### src/rtl/reg_mem_burst_ctrl.sv
// Burst controller for a one-cycle-latency register memory. It writes a stream of words into
// consecutive addresses, or reads them out one word at a time through a valid/ready port.
module reg_mem_burst_ctrl #(
    parameter int unsigned DATA_WIDTH = 8,
    parameter int unsigned ADDR_BITS  = 5
) (
    input  logic                  clk,
    input  logic                  rst,
    input  logic                  start,
    input  logic                  mode,
    input  logic [ADDR_BITS-1:0]  base_addr,
    input  logic [ADDR_BITS-1:0]  len,
    input  logic                  in_valid,
    input  logic [DATA_WIDTH-1:0] in_data,
    output logic                  in_ready,
    output logic                  out_valid,
    output logic [DATA_WIDTH-1:0] out_data,
    input  logic                  out_ready,
    output logic [ADDR_BITS-1:0]  mem_addr,
    output logic [DATA_WIDTH-1:0] mem_din,
    output logic                  mem_wen,
    input  logic [DATA_WIDTH-1:0] mem_dout,
    output logic                  busy,
    output logic                  done
);

    typedef enum logic [2:0] {StIdle, StWr, StRdReq, StRdCap, StRdOut, StDone} state_e;

    state_e                  state_q, state_d;
    logic [ADDR_BITS-1:0]    addr_q, addr_d;
    logic [ADDR_BITS-1:0]    len_q, len_d;
    logic [ADDR_BITS-1:0]    cnt_q, cnt_d;
    logic [DATA_WIDTH-1:0]   out_data_q, out_data_d;
    logic                    out_valid_q, out_valid_d;

    always_comb begin
        state_d     = state_q;
        addr_d      = addr_q;
        len_d       = len_q;
        cnt_d       = cnt_q;
        out_data_d  = out_data_q;
        out_valid_d = out_valid_q;
        unique case (state_q)
            StIdle: begin
                if (start) begin
                    addr_d  = base_addr;
                    len_d   = len;
                    cnt_d   = '0;
                    state_d = mode ? StRdReq : StWr;
                end
            end
            StWr: begin
                if (in_valid) begin
                    addr_d = addr_q + 1'b1;
                    cnt_d  = cnt_q + 1'b1;
                    if (cnt_q == len_q) state_d = StDone;
                end
            end
            StRdReq: state_d = StRdCap;
            StRdCap: begin
                // mem_dout now carries the word addressed during StRdReq
                out_data_d  = mem_dout;
                out_valid_d = 1'b1;
                state_d     = StRdOut;
            end
            StRdOut: begin
                if (out_ready) begin
                    out_valid_d = 1'b0;
                    addr_d      = addr_q + 1'b1;
                    cnt_d       = cnt_q + 1'b1;
                    state_d     = (cnt_q == len_q) ? StDone : StRdReq;
                end
            end
            StDone:  state_d = StIdle;
            default: state_d = StIdle;
        endcase
    end

    always_ff @(posedge clk or posedge rst) begin
        if (rst) begin
            state_q     <= StIdle;
            addr_q      <= '0;
            len_q       <= '0;
            cnt_q       <= '0;
            out_data_q  <= '0;
            out_valid_q <= 1'b0;
        end else begin
            state_q     <= state_d;
            addr_q      <= addr_d;
            len_q       <= len_d;
            cnt_q       <= cnt_d;
            out_data_q  <= out_data_d;
            out_valid_q <= out_valid_d;
        end
    end

    // Memory-side and stream-side strobes decode straight from the registered state
    assign in_ready  = (state_q == StWr);
    assign mem_wen   = in_ready & in_valid;
    assign mem_addr  = (state_q == StWr || state_q == StRdReq) ? addr_q : '0;
    assign mem_din   = (state_q == StWr) ? in_data : '0;
    assign busy      = (state_q != StIdle);
    assign done      = (state_q == StDone);
    assign out_valid = out_valid_q;
    assign out_data  = out_data_q;

endmodule

### config.mk
export PLATFORM = sky130hd
export DESIGN_NAME = reg_mem_burst_ctrl
export DESIGN_NICKNAME = d
export VERILOG_FILES = /design/src/rtl/reg_mem_burst_ctrl.sv
export SDC_FILE = /design/constraint.sdc
export NUM_CORES = 1
export LEC_CHECK = 0
export ABC_AREA = 1
export BUFFER_PORTS_ARGS = -buffer_cell sky130_fd_sc_hd__clkbuf_2
export CAP_MARGIN = 20
export CORE_MARGIN = 5
export CORE_UTILIZATION = 45
export CTS_BUF_LIST = sky130_fd_sc_hd__clkbuf_2
export DETAILED_ROUTE_END_ITERATION = 16
export PLACE_DENSITY_LB_ADDON = 0.25
export SLEW_MARGIN = 20
export SYNTH_ARGS = -nofsm -noshare
export SYNTH_HDL_FRONTEND = slang
export SYNTH_SLANG_ARGS = --single-unit
### constraint.sdc
create_clock -name clk -period 3.1 [get_ports clk]
set_input_delay 0.62 -clock clk [delete_from_list [all_inputs] [get_ports clk]]
set_output_delay 0.62 -clock clk [all_outputs]
set_load 0.01 [all_outputs]
==> results of run 1 <==
[report_power, final]
group,internal (W),leakage (nW),total (W),switching [W]
Combinational,0.000396,0.750,0.00100,0.000606
Clock,0.0000340,0.0166,0.000137,0.000103
Sequential,0.000504,0.329,0.000606,0.000102
Total,0.000935,1.10,0.00174,0.000810
[logic make-up after synthesis]
family                   Yosys count
AO/OA/AOI/OAI                     20
XOR/XNOR                           6
adder cells (fa/ha/maj)            2
buffers and inverters             34
flip-flops                        27
multiplexers                      10
AND/OR/NAND/NOR                   93
[state kept, by name, indices dropped and copies added, names as in the netlist]
| register | count |
|---|---|
| out_valid | 1 |
| state_q | 3 |
| cnt_q | 5 |
| len_q | 5 |
| addr_q | 5 |
| out_data | 8 |
[worst max path at each step]
stage,to,startpoint,depth (start not counted),slack [ns]
2_1_floorplan,mem_din[0],state_q[1],4,1.42
3_3_place_gp,mem_addr[3],state_q[1],6,1.25
3_5_place_dp,mem_addr[0],state_q[1],6,1.20
4_1_cts,mem_addr[0],state_q[1],6,0.77
5_1_grt,mem_addr[0],state_q[1],6,0.59
6_report,mem_addr[2],state_q[1],6,0.77
[final cells by class]
class	count	share of cell area, %
clock buffer	4	1.04
tap	46	2.98
multi-input combinational	131	38.6
timing repair buffer	58	16.2
sequential	27	35.0
inverter	32	6.22
[cell usage after synthesis]
master / instances
inv_2: 3
o21ai_2: 9
o21ai_0: 4
nand2_2: 3
nand4_1: 1
clkbuf_1: 1
nand3_1: 13
xor2_1: 5
ha_1: 2
or2_4: 1
dfrtp_1: 27
a21oi_1: 5
a21oi_2: 1
nor2_4: 1
nor2_1: 27
nand2_4: 1
nand2_1: 43
nor3_1: 1
xnor2_1: 1
mux2_2: 10
inv_1: 29
a31oi_1: 1
nor2_8: 1
or2_2: 1
buf_6: 1
[layer usage]
layer / vias to the layer above / global-route usage [%] / share of wire, %
met3: 7 / 4.38 / 6.8
met5: - / 0 / 0
met4: 0 / 5.35 / 2.1
met2: 44 / 23.7 / 46
met1: 612 / 18.1 / 46
li1: 715 / - / -
[metrics by stage]
stage | total power, W | hold slack, ns | cells | util (%) | worst slack (ns)
after floorplan | 0.00136 | 0.501 | 192 | - | 1.42
final | 0.00174 | 0.115 | 298 | 57.9 | 0.773
after global routing | 0.00192 | 0.0999 | 298 | 57.9 | 0.590
after global placement | 0.00161 | 0.458 | 293 | 56.4 | 1.25
after detailed placement | 0.00162 | 0.464 | 293 | 56.4 | 1.20
after CTS | 0.00176 | 0.467 | 297 | 57.0 | 0.767
==> run summary, run 1 <==
Status: finished, final reports clean
CTS tree: yes
HPWL Detailed: 2590 um
Pins Over Slew Limit: 0
Final Cell Area: 1930 um2
Crit path required time: 2.48 ns
Warnings from Yosys: 0
Post-synthesis sequential area ratio: 43.4%
Layout fillers: 351
Vias in the first global route: 1,299
R2R Path End: addr_q[0]
Vias per std cell: 4.62
First-pass GRT wire length: 5280 um
Vias post-DR: 1,378
Largest net degree at the start of global routing: 28
Area Overhead vs Synth: 24.1%
CP peak stage delay: 0.50 ns
Final antenna-violating net count: 0
Antenna violations before repair: 0
Data arrival time of the worst path: 1.71 ns
Synth Instances: 192
FMAX: 430 MHz
Area of the multi-input gates: 744 um2
Worst-case clock skew: 0.00573 ns
Setup Crit Path Kind: reg -> out
Syn nets: 226
Buffers on Ports: 57
Yosys cell types: 25
WL per Instance: 11.0 um
Synth area leaders: dfrtp_1, nand2_1, mux2_2
Synthesized area per cell: 8.10 um2
Total negative setup slack: 0 ns
Area share of the largest cell type after synthesis: 43.4%
Clk pin slew, worst setup/hold paths: 0.24 ns
Cell area after synthesis: 1560 um2
Post-synthesis register bit count: 27
Standard-cell rows: 21
1st-pass router iterations: 4
Number of max-cap violations: 0
R2r startpoint: state_q[1]
Post-Synth Simple-Gate Area: 26.7%
Adder-Cell Fraction of Synth Area: 1.61%
Routability cong.: 0.883
FF/Latch Area: 676 um2
Final Setup Violations: 0
Flop-to-flop setup slack: 1.44 ns
CP Max Fanout: 13
PD cells: 904 nW/um2
Layout cell share with drive strength beyond 1: 36.9%
Global-route usage over all layers: 14.5%
Commonest non-fill, non-tap cells in the layout: clkbuf_2, nand2_1, inv_1
Tmin final: 2.33 ns
Mux contribution to synthesized area: 7.24%
Worst Setup End Kind: primary output
Static Leakage: 1.10 nW
Cell family with most CP delay: simple AND/OR/NAND/NOR gates
Initial Util: 46.6%
TritonCTS Buffers: 3
DRC viols: 0
Resized cells post-CTS: 0
Diodes inserted: 0
Most common cell after layout, fill and taps aside: clkbuf_2
Slew headroom: 69.3%
Hold_buf cts: 0
Leading area contributor after synthesis: dfrtp_1
RSZ-0062 raised after global routing: false
Top Ports: 58
Worst-Skew Late Latency: 0.36 ns
Dpl cell area: 1880 um2
Synth Area in Compound Gates: 8.93%
Slew @ Worst Pin: 0.459 ns
Final #Nets: 287
Worst min path class: in -> async
Largest family of logic cells by synthesized area: simple AND/OR/NAND/NOR gates
XOR/XNOR Fraction of Synth Area: 3.38%
GRT overflow: 0
Final Hold Vio Count: 0
VDD IR-drop max: 0.000481 V
Die H: 68.8 um
Startpoint Class: register
Initial DRC count: 40
Core area: 3340 um2
Clock buffer depth: 2
Die area: 4730 um2
Worst-path cell chain: nor2_4, nand2_2, nand2_1, inv_1, nor2_1, clkbuf_2
Post-CTS Repair Setup Buffers: 0
Final wirelength: 3270 um
CP bufs+invs: 2
Fin crit share: 75.1%
Clock root buffer: clkbuf_2
Clock sink count: 27
H-tree level count: 1
Slowest CP cell: dfrtp_1
Die X: 68.8 um
Reg2reg path depth: 7
No activity file was read; power rests on OpenSTA's default activity.
==> inputs of run 2 (changes only) <==
- ABC_AREA: 1 -> 0
- clock period: 3.1 -> 2.1 ns (I/O delays scaled with it)
==> run summary, run 2 <==
CP bufs+invs: 2 (unchanged)
Synth Instances: 152 (was 192)
Diodes inserted: 0 (unchanged)
DRC viols: 0 (unchanged)
Number of max-cap violations: 0 (unchanged)
Initial Util: 46.3% (was 46.6%)
Worst Slack Setup Final: 0.136 ns (was 0.773 ns)
Post-Synth Simple-Gate Area: 19.3% (was 26.7%)
Die H: 68.4 um (was 68.8 um)
FMAX: 509 MHz
CP peak stage delay: 0.42 ns (was 0.50 ns)
Area share of the largest cell type after synthesis: 44.1% (was 43.4%)
Worst-path cell chain: buf_4, nand2_1, nor2_4, and2_1, clkbuf_2 (was nor2_4, nand2_2, nand2_1, inv_1, nor2_1, clkbuf_2)
Area of the multi-input gates: 806 um2 (was 744 um2)
Global-route usage over all layers: 16.1% (was 14.5%)
XOR/XNOR Fraction of Synth Area: 4.49% (was 3.38%)
Layout cell share with drive strength beyond 1: 44.7% (was 36.9%)
NetSw: 0.00131 W (was 0.000810 W)
Synthesized area per cell: 10.1 um2 (was 8.10 um2)
Standard-cell rows: 21 (unchanged)
VDD IR-drop max: 0.000555 V (was 0.000481 V)
HPWL Detailed: 2760 um (was 2590 um)
Pins Over Slew Limit: 0 (unchanged)
Most common cell in the netlist: dfrtp_1 (was nand2_1)
Sw Ratio: 44.1% (was 46.4%)
Fraction of registers with async set/reset: 100% (unchanged)
Final Hold Vio Count: 0 (unchanged)
RSZ-0062 raised after global routing: false (unchanged)
Top post-synthesis cells by count: dfrtp_1, mux2_2, and2_1 (was nand2_1, inv_1, dfrtp_1, nor2_1, nand3_1)
Flop-to-flop setup slack: 0.17 ns (was 1.44 ns)
Warnings from Yosys: 0 (unchanged)
Final wirelength: 3600 um (was 3270 um)
Layout fillers: 316 (was 351)
Largest family of logic cells by synthesized area: simple AND/OR/NAND/NOR gates (unchanged)
Largest net degree at the start of global routing: 28 (unchanged)
Int Pwr: 0.00167 W (was 0.000935 W)
Data arrival time of the worst path: 1.54 ns (was 1.71 ns)
Antenna violations before repair: 0 (unchanged)
Slowest CP cell: dfrtp_2 (was dfrtp_1)
Worst-Skew Late Latency: 0.36 ns (about the same)
Post-synth EDFFs: 0 (unchanged)
Mux contribution to synthesized area: 12.2% (was 7.24%)
Number of flip-flops in the largest register: 8 (unchanged)
CTS tree: yes (unchanged)
Final antenna-violating net count: 0 (unchanged)
Reg2reg path depth: 5 (was 7)
Syn nets: 186 (was 226)
Final Setup Violations: 0 (unchanged)
Buffers on Ports: 57 (unchanged)
Clock root buffer: clkbuf_2 (unchanged)
FF/Latch Area: 679 um2 (was 676 um2)
Setup Crit Path Kind: reg -> out (unchanged)
Top Ports: 58 (unchanged)
Adder-Cell Fraction of Synth Area: 1.63% (was 1.61%)
Overall Power: 0.00298 W (was 0.00174 W)
Commonest non-fill, non-tap cells in the layout: clkbuf_2, dfrtp_1, mux2_2 (was clkbuf_2, nand2_1, inv_1)
Clock buffer depth: 2 (unchanged)
Synth area leaders: dfrtp_1, mux2_2, and2_1 (was dfrtp_1, nand2_1, mux2_2)
Dpl ws: 0.167 ns (was 1.20 ns)
Hold_buf cts: 0 (unchanged)
Die X: 68.4 um (was 68.8 um)
Most common cell after layout, fill and taps aside: clkbuf_2 (unchanged)
TritonCTS Buffers: 3 (unchanged)
Routability cong.: 0.914 (was 0.883)
Final #Nets: 250 (was 287)
Worst-case clock skew: 0.00280 ns (was 0.00573 ns)
Post-synthesis register bit count: 27 (unchanged)
Cell family with most CP delay: simple AND/OR/NAND/NOR gates (unchanged)
Combinational Power Share: 61.4% (was 57.4%)
Synth Area in Compound Gates: 13.8% (was 8.93%)
PD cells: 1530 nW/um2 (was 904 nW/um2)
Reg power frac: 31.7% (was 34.7%)
Leading area contributor after synthesis: dfrtp_1 (unchanged)
Area Overhead vs Synth: 27.3% (was 24.1%)
Clock sink count: 27 (unchanged)
Vias in the first global route: 1,297 (was 1,299)
Vias post-DR: 1,347 (was 1,378)
Crit path required time: 1.68 ns (was 2.48 ns)
Core area: 3310 um2 (was 3340 um2)
Post-synthesis sequential area ratio: 44.1% (was 43.4%)
Cell area after synthesis: 1530 um2 (was 1560 um2)
Startpoint Class: register (unchanged)
Die area: 4670 um2 (was 4730 um2)
Vias per std cell: 5.16 (was 4.62)
Tmin final: 1.96 ns
1st-pass router iterations: 4 (unchanged)
Fin crit share: 93.5%
R2r startpoint: state_q[2] (was state_q[1])
Clk pin slew, worst setup/hold paths: 0.26 ns (was 0.24 ns)
Worst min path class: in -> async (unchanged)
Total negative setup slack: 0 ns (unchanged)
GRT overflow: 0 (unchanged)
Worst Setup End Kind: primary output (unchanged)
Slew @ Worst Pin: 0.619 ns (was 0.459 ns)
First-pass GRT wire length: 5740 um (was 5280 um)
Synth Flop Type: dfrtp_1 (unchanged)
Slew headroom: 58.4% (was 69.3%)
CP Max Fanout: 10 (was 13)
Clock Power Share: 6.9% (was 7.8%)
R2R Path End: len_q[3] (was addr_q[0])
WL per Instance: 13.8 um (was 11.0 um)
H-tree level count: 1 (unchanged)
Yosys cell types: 41 (was 25)
Status: finished, final reports clean (unchanged)
Static Leakage: 0.965 nW (was 1.10 nW)
Initial DRC count: 75 (was 40)
==> run 2: cell count changes after synthesis, sizes merged, moves of 4 or more <==
cell   before  now
nor3        1    7
inv        32    7
and2        0   12
nand2      47    5
nor2       29    9
mux2i       0    4
buf         1    6
o21ai      13    8
nand3      13    4
==> run 2: how the worst max path moves through the flow <==
stage | to | slack (ns) | cells past startpoint | start
after detailed placement | len_q[3] | 0.17 | 4 | state_q[2]
after global placement | len_q[3] | 0.23 | 4 | state_q[2]
final | mem_din[7] | 0.14 | 5 | state_q[0]
after global routing | mem_din[7] | 0.01 | 5 | state_q[2]
after CTS | mem_addr[0] | 0.06 | 4 | state_q[1]
after floorplan | mem_wen | 0.43 | 4 | state_q[1]
==> run 2: repair_timing <==
item                       4_1_cts  5_1_grt
setup endpoints to repair       13       12
setup buffers                    3        2
resized for setup                4        3
==> run 2: power groups by stage <==
stage | Combinational (W) | Clock (W) | Sequential (W)
after floorplan | 0.00121 | 0 | 0.000947
after global placement | 0.00162 | 0 | 0.000985
after detailed placement | 0.00167 | 0 | 0.00101
after CTS | 0.00176 | 0.000218 | 0.000952
after global routing | 0.00199 | 0.000234 | 0.000984
final | 0.00183 | 0.000205 | 0.000944
==> run 2: stage by stage <==
stage / instances / hold slack, ns / cell area [um2] / util, %
global placement: 252 / 0.476 / 1870 / 56.5
floorplan: 152 / 0.473 / 1530 / -
global route: 261 / 0.0297 / 1950 / 59.0
detailed placement: 252 / 0.481 / 1870 / 56.5
finish: 261 / 0.0295 / 1950 / 59.0
CTS: 259 / 0.0149 / 1920 / 58.0
==> run 2: layout make-up <==
class	instances	share of cell area (%)
clock buffer	3	0.769
inverter	7	1.35
multi-input combinational	110	41.3
sequential	27	34.8
timing repair buffer	67	18.5
tap	46	2.95
clock inverter	1	0.385
==> run 2: cell families after synthesis <==
family | count (synthesis)
simple gates | 53
compound gates | 31
flops | 27
mux | 17
buf+inv | 15
xor+xnor | 7
fa+ha+maj | 2
==> run 2: worst min-delay path, cell delays in order <==
cell	delay (ns)
clkbuf_2	0.08
inv_1	0.04
buf_4	0.32
==> run 2: routing by layer <==
metal  share of wire (%)  global-route usage [%]  vias up
met4                0.97                    5.71        0
met3                 4.3                    2.63        4
met2                  52                    27.1       36
met5                   0                       0        -
li1                    -                       -      662
met1                  43                    20.7      645
==> inputs of run 3 (changes only) <==
- GPL_TIMING_DRIVEN: default -> 0
==> run summary, run 3 (synthesis gave the netlist of run 2 again) <==
Status: finished, final reports clean (unchanged)
Clock buffer depth: 2 (unchanged)
Pins Over Slew Limit: 0 (unchanged)
Clock root buffer: clkbuf_2 (unchanged)
Vias in the first global route: 1,365 (was 1,297)
Commonest non-fill, non-tap cells in the layout: clkbuf_2, dfrtp_1, mux2_2 (unchanged)
1st-pass router iterations: 4 (unchanged)
Number of flip-flops in the largest register: 8 (unchanged)
Global-route usage over all layers: 17.5% (was 16.1%)
HPWL Detailed: 2800 um (was 2760 um)
CTS tree: yes (unchanged)
Startpoint Class: register (unchanged)
Tmin final: 1.98 ns (was 1.96 ns)
First-pass GRT wire length: 6130 um (was 5740 um)
Hold_ws: 0.0286 ns (was 0.0295 ns)
Core area: 3310 um2 (unchanged)
Worst Slack Setup Final: 0.117 ns (was 0.136 ns)
Worst-Skew Late Latency: 0.38 ns (was 0.36 ns)
Initial DRC count: 106 (was 75)
Static Leakage: 0.979 nW (was 0.965 nW)
Hold_buf cts: 0 (unchanged)
Vias per std cell: 5.37 (was 5.16)
FMAX: 504 MHz (was 509 MHz)
Setup Crit Path Kind: reg -> out (unchanged)
WL per Instance: 14.7 um (was 13.8 um)
TritonCTS Buffers: 3 (unchanged)
Fin crit share: 94.4% (was 93.5%)
Final wirelength: 3860 um (was 3600 um)
Antenna violations before repair: 0 (unchanged)
Final Hold Vio Count: 0 (unchanged)
Initial Util: 46.3% (unchanged)
Worst Setup End Kind: primary output (unchanged)
Routability cong.: 0.904 (was 0.914)
GRT overflow: 0 (unchanged)
Die H: 68.4 um (unchanged)
Largest net degree at the start of global routing: 28 (unchanged)
Buffers on Ports: 57 (unchanged)
Dpl ws: 0.115 ns (was 0.167 ns)
Top Ports: 58 (unchanged)
Diodes inserted: 0 (unchanged)
Most common cell after layout, fill and taps aside: clkbuf_2 (unchanged)
Layout cell share with drive strength beyond 1: 47.0% (was 44.7%)
Vias post-DR: 1,411 (was 1,347)
Crit path required time: 1.68 ns (about the same)
Area Overhead vs Synth: 29.3% (was 27.3%)
PD cells: 1550 nW/um2 (was 1530 nW/um2)
Final #Nets: 252 (was 250)
VDD IR-drop max: 0.000607 V (was 0.000555 V)
Standard-cell rows: 21 (unchanged)
Slew @ Worst Pin: 0.579 ns (was 0.619 ns)
Clk pin slew, worst setup/hold paths: 0.26 ns (about the same)
Die area: 4670 um2 (unchanged)
H-tree level count: 1 (unchanged)
Number of max-cap violations: 0 (unchanged)
Data arrival time of the worst path: 1.56 ns (was 1.54 ns)
Final antenna-violating net count: 0 (unchanged)
Worst-case clock skew: 0.00828 ns (was 0.00280 ns)
Worst min path class: in -> async (unchanged)
Die X: 68.4 um (unchanged)
Slew headroom: 61.3% (was 58.4%)
Final Setup Violations: 0 (unchanged)
DRC viols: 0 (unchanged)
CP Max Fanout: 10 (unchanged)
Clock sink count: 27 (unchanged)
-- run 3: cell types whose count changed in the layout (fill, tap and decap cells not counted), sizes merged --
cell	previous run	this run
buf	10	12
clkbuf	60	59
clkinv	0	1
clkinvlp	1	0
nor2	9	10
-- run 3: critical path, cell delays in order (launching register included) --
cell and delay, ns:
dfrtp_2 0.47, buf_6 0.15, xnor2_2 0.15, nor2_2 0.16
and2_1 0.14, clkbuf_2 0.12
-- run 3: worst paths after layout --
kind	from	endpoint	slack, ns	cells past startpoint
min in group clk	base_addr[0]	addr_q[0]	0.23	3
min	rst	out_data[3]	0.03	2
max reg2reg	state_q[0]	len_q[0]	0.16	5
min reg2reg	out_data[1]	out_data[1]	0.55	1
max in group asynchronous	rst	state_q[1]	1.66	2
max	state_q[0]	mem_addr[1]	0.12	5
-- run 3: where the power goes --
group,internal [W],total [W],switching [W]
registers,0.000758,0.000925,0.000167
clock network,0.0000431,0.000206,0.000163
logic,0.000886,0.00194,0.00105
-- run 3: per-layer routing --
| layer | track usage (%) | wire, um | up-vias | share of wire, % |
|---|---|---|---|---|
| met5 | 0 | 0 | - | 0 |
| met4 | 6.70 | 64 | 0 | 1.7 |
| met3 | 2.96 | 180 | 7 | 4.7 |
| met2 | 29.8 | 2000 | 41 | 52 |
| met1 | 21.8 | 1620 | 692 | 42 |
| li1 | - | - | 671 | - |
-- run 3: metrics by stage --
step / instance area (um2) / total power, W / util, % / setup TNS [ns] / cells
2_1_floorplan: 1530 / 0.00216 / - / 0 / 152
3_3_place_gp: 1880 / 0.00263 / 56.7 / 0 / 255
3_5_place_dp: 1880 / 0.00269 / 56.7 / 0 / 255
4_1_cts: 1950 / 0.00300 / 58.8 / 0 / 263
5_1_grt: 1980 / 0.00333 / 59.9 / -0.00145 / 263
6_report: 1980 / 0.00307 / 59.9 / 0 / 263
-- run 3: final cells by class --
type	count	area, um2
inverter	7	28.8
tap	46	57.6
sequential	27	678
clock inverter	1	5.00
fill	315	1330
clock buffer	3	15.0
multi-input combinational	111	836
timing repair buffer	61	315
buffer	7	46.3
-- run 3: what timing repair did --
item	in CTS	in global routing
resized for setup	7	12
cloned	1	0
pin swaps	0	4
endpoints found under the setup margin	15	14
setup buffers	4	0
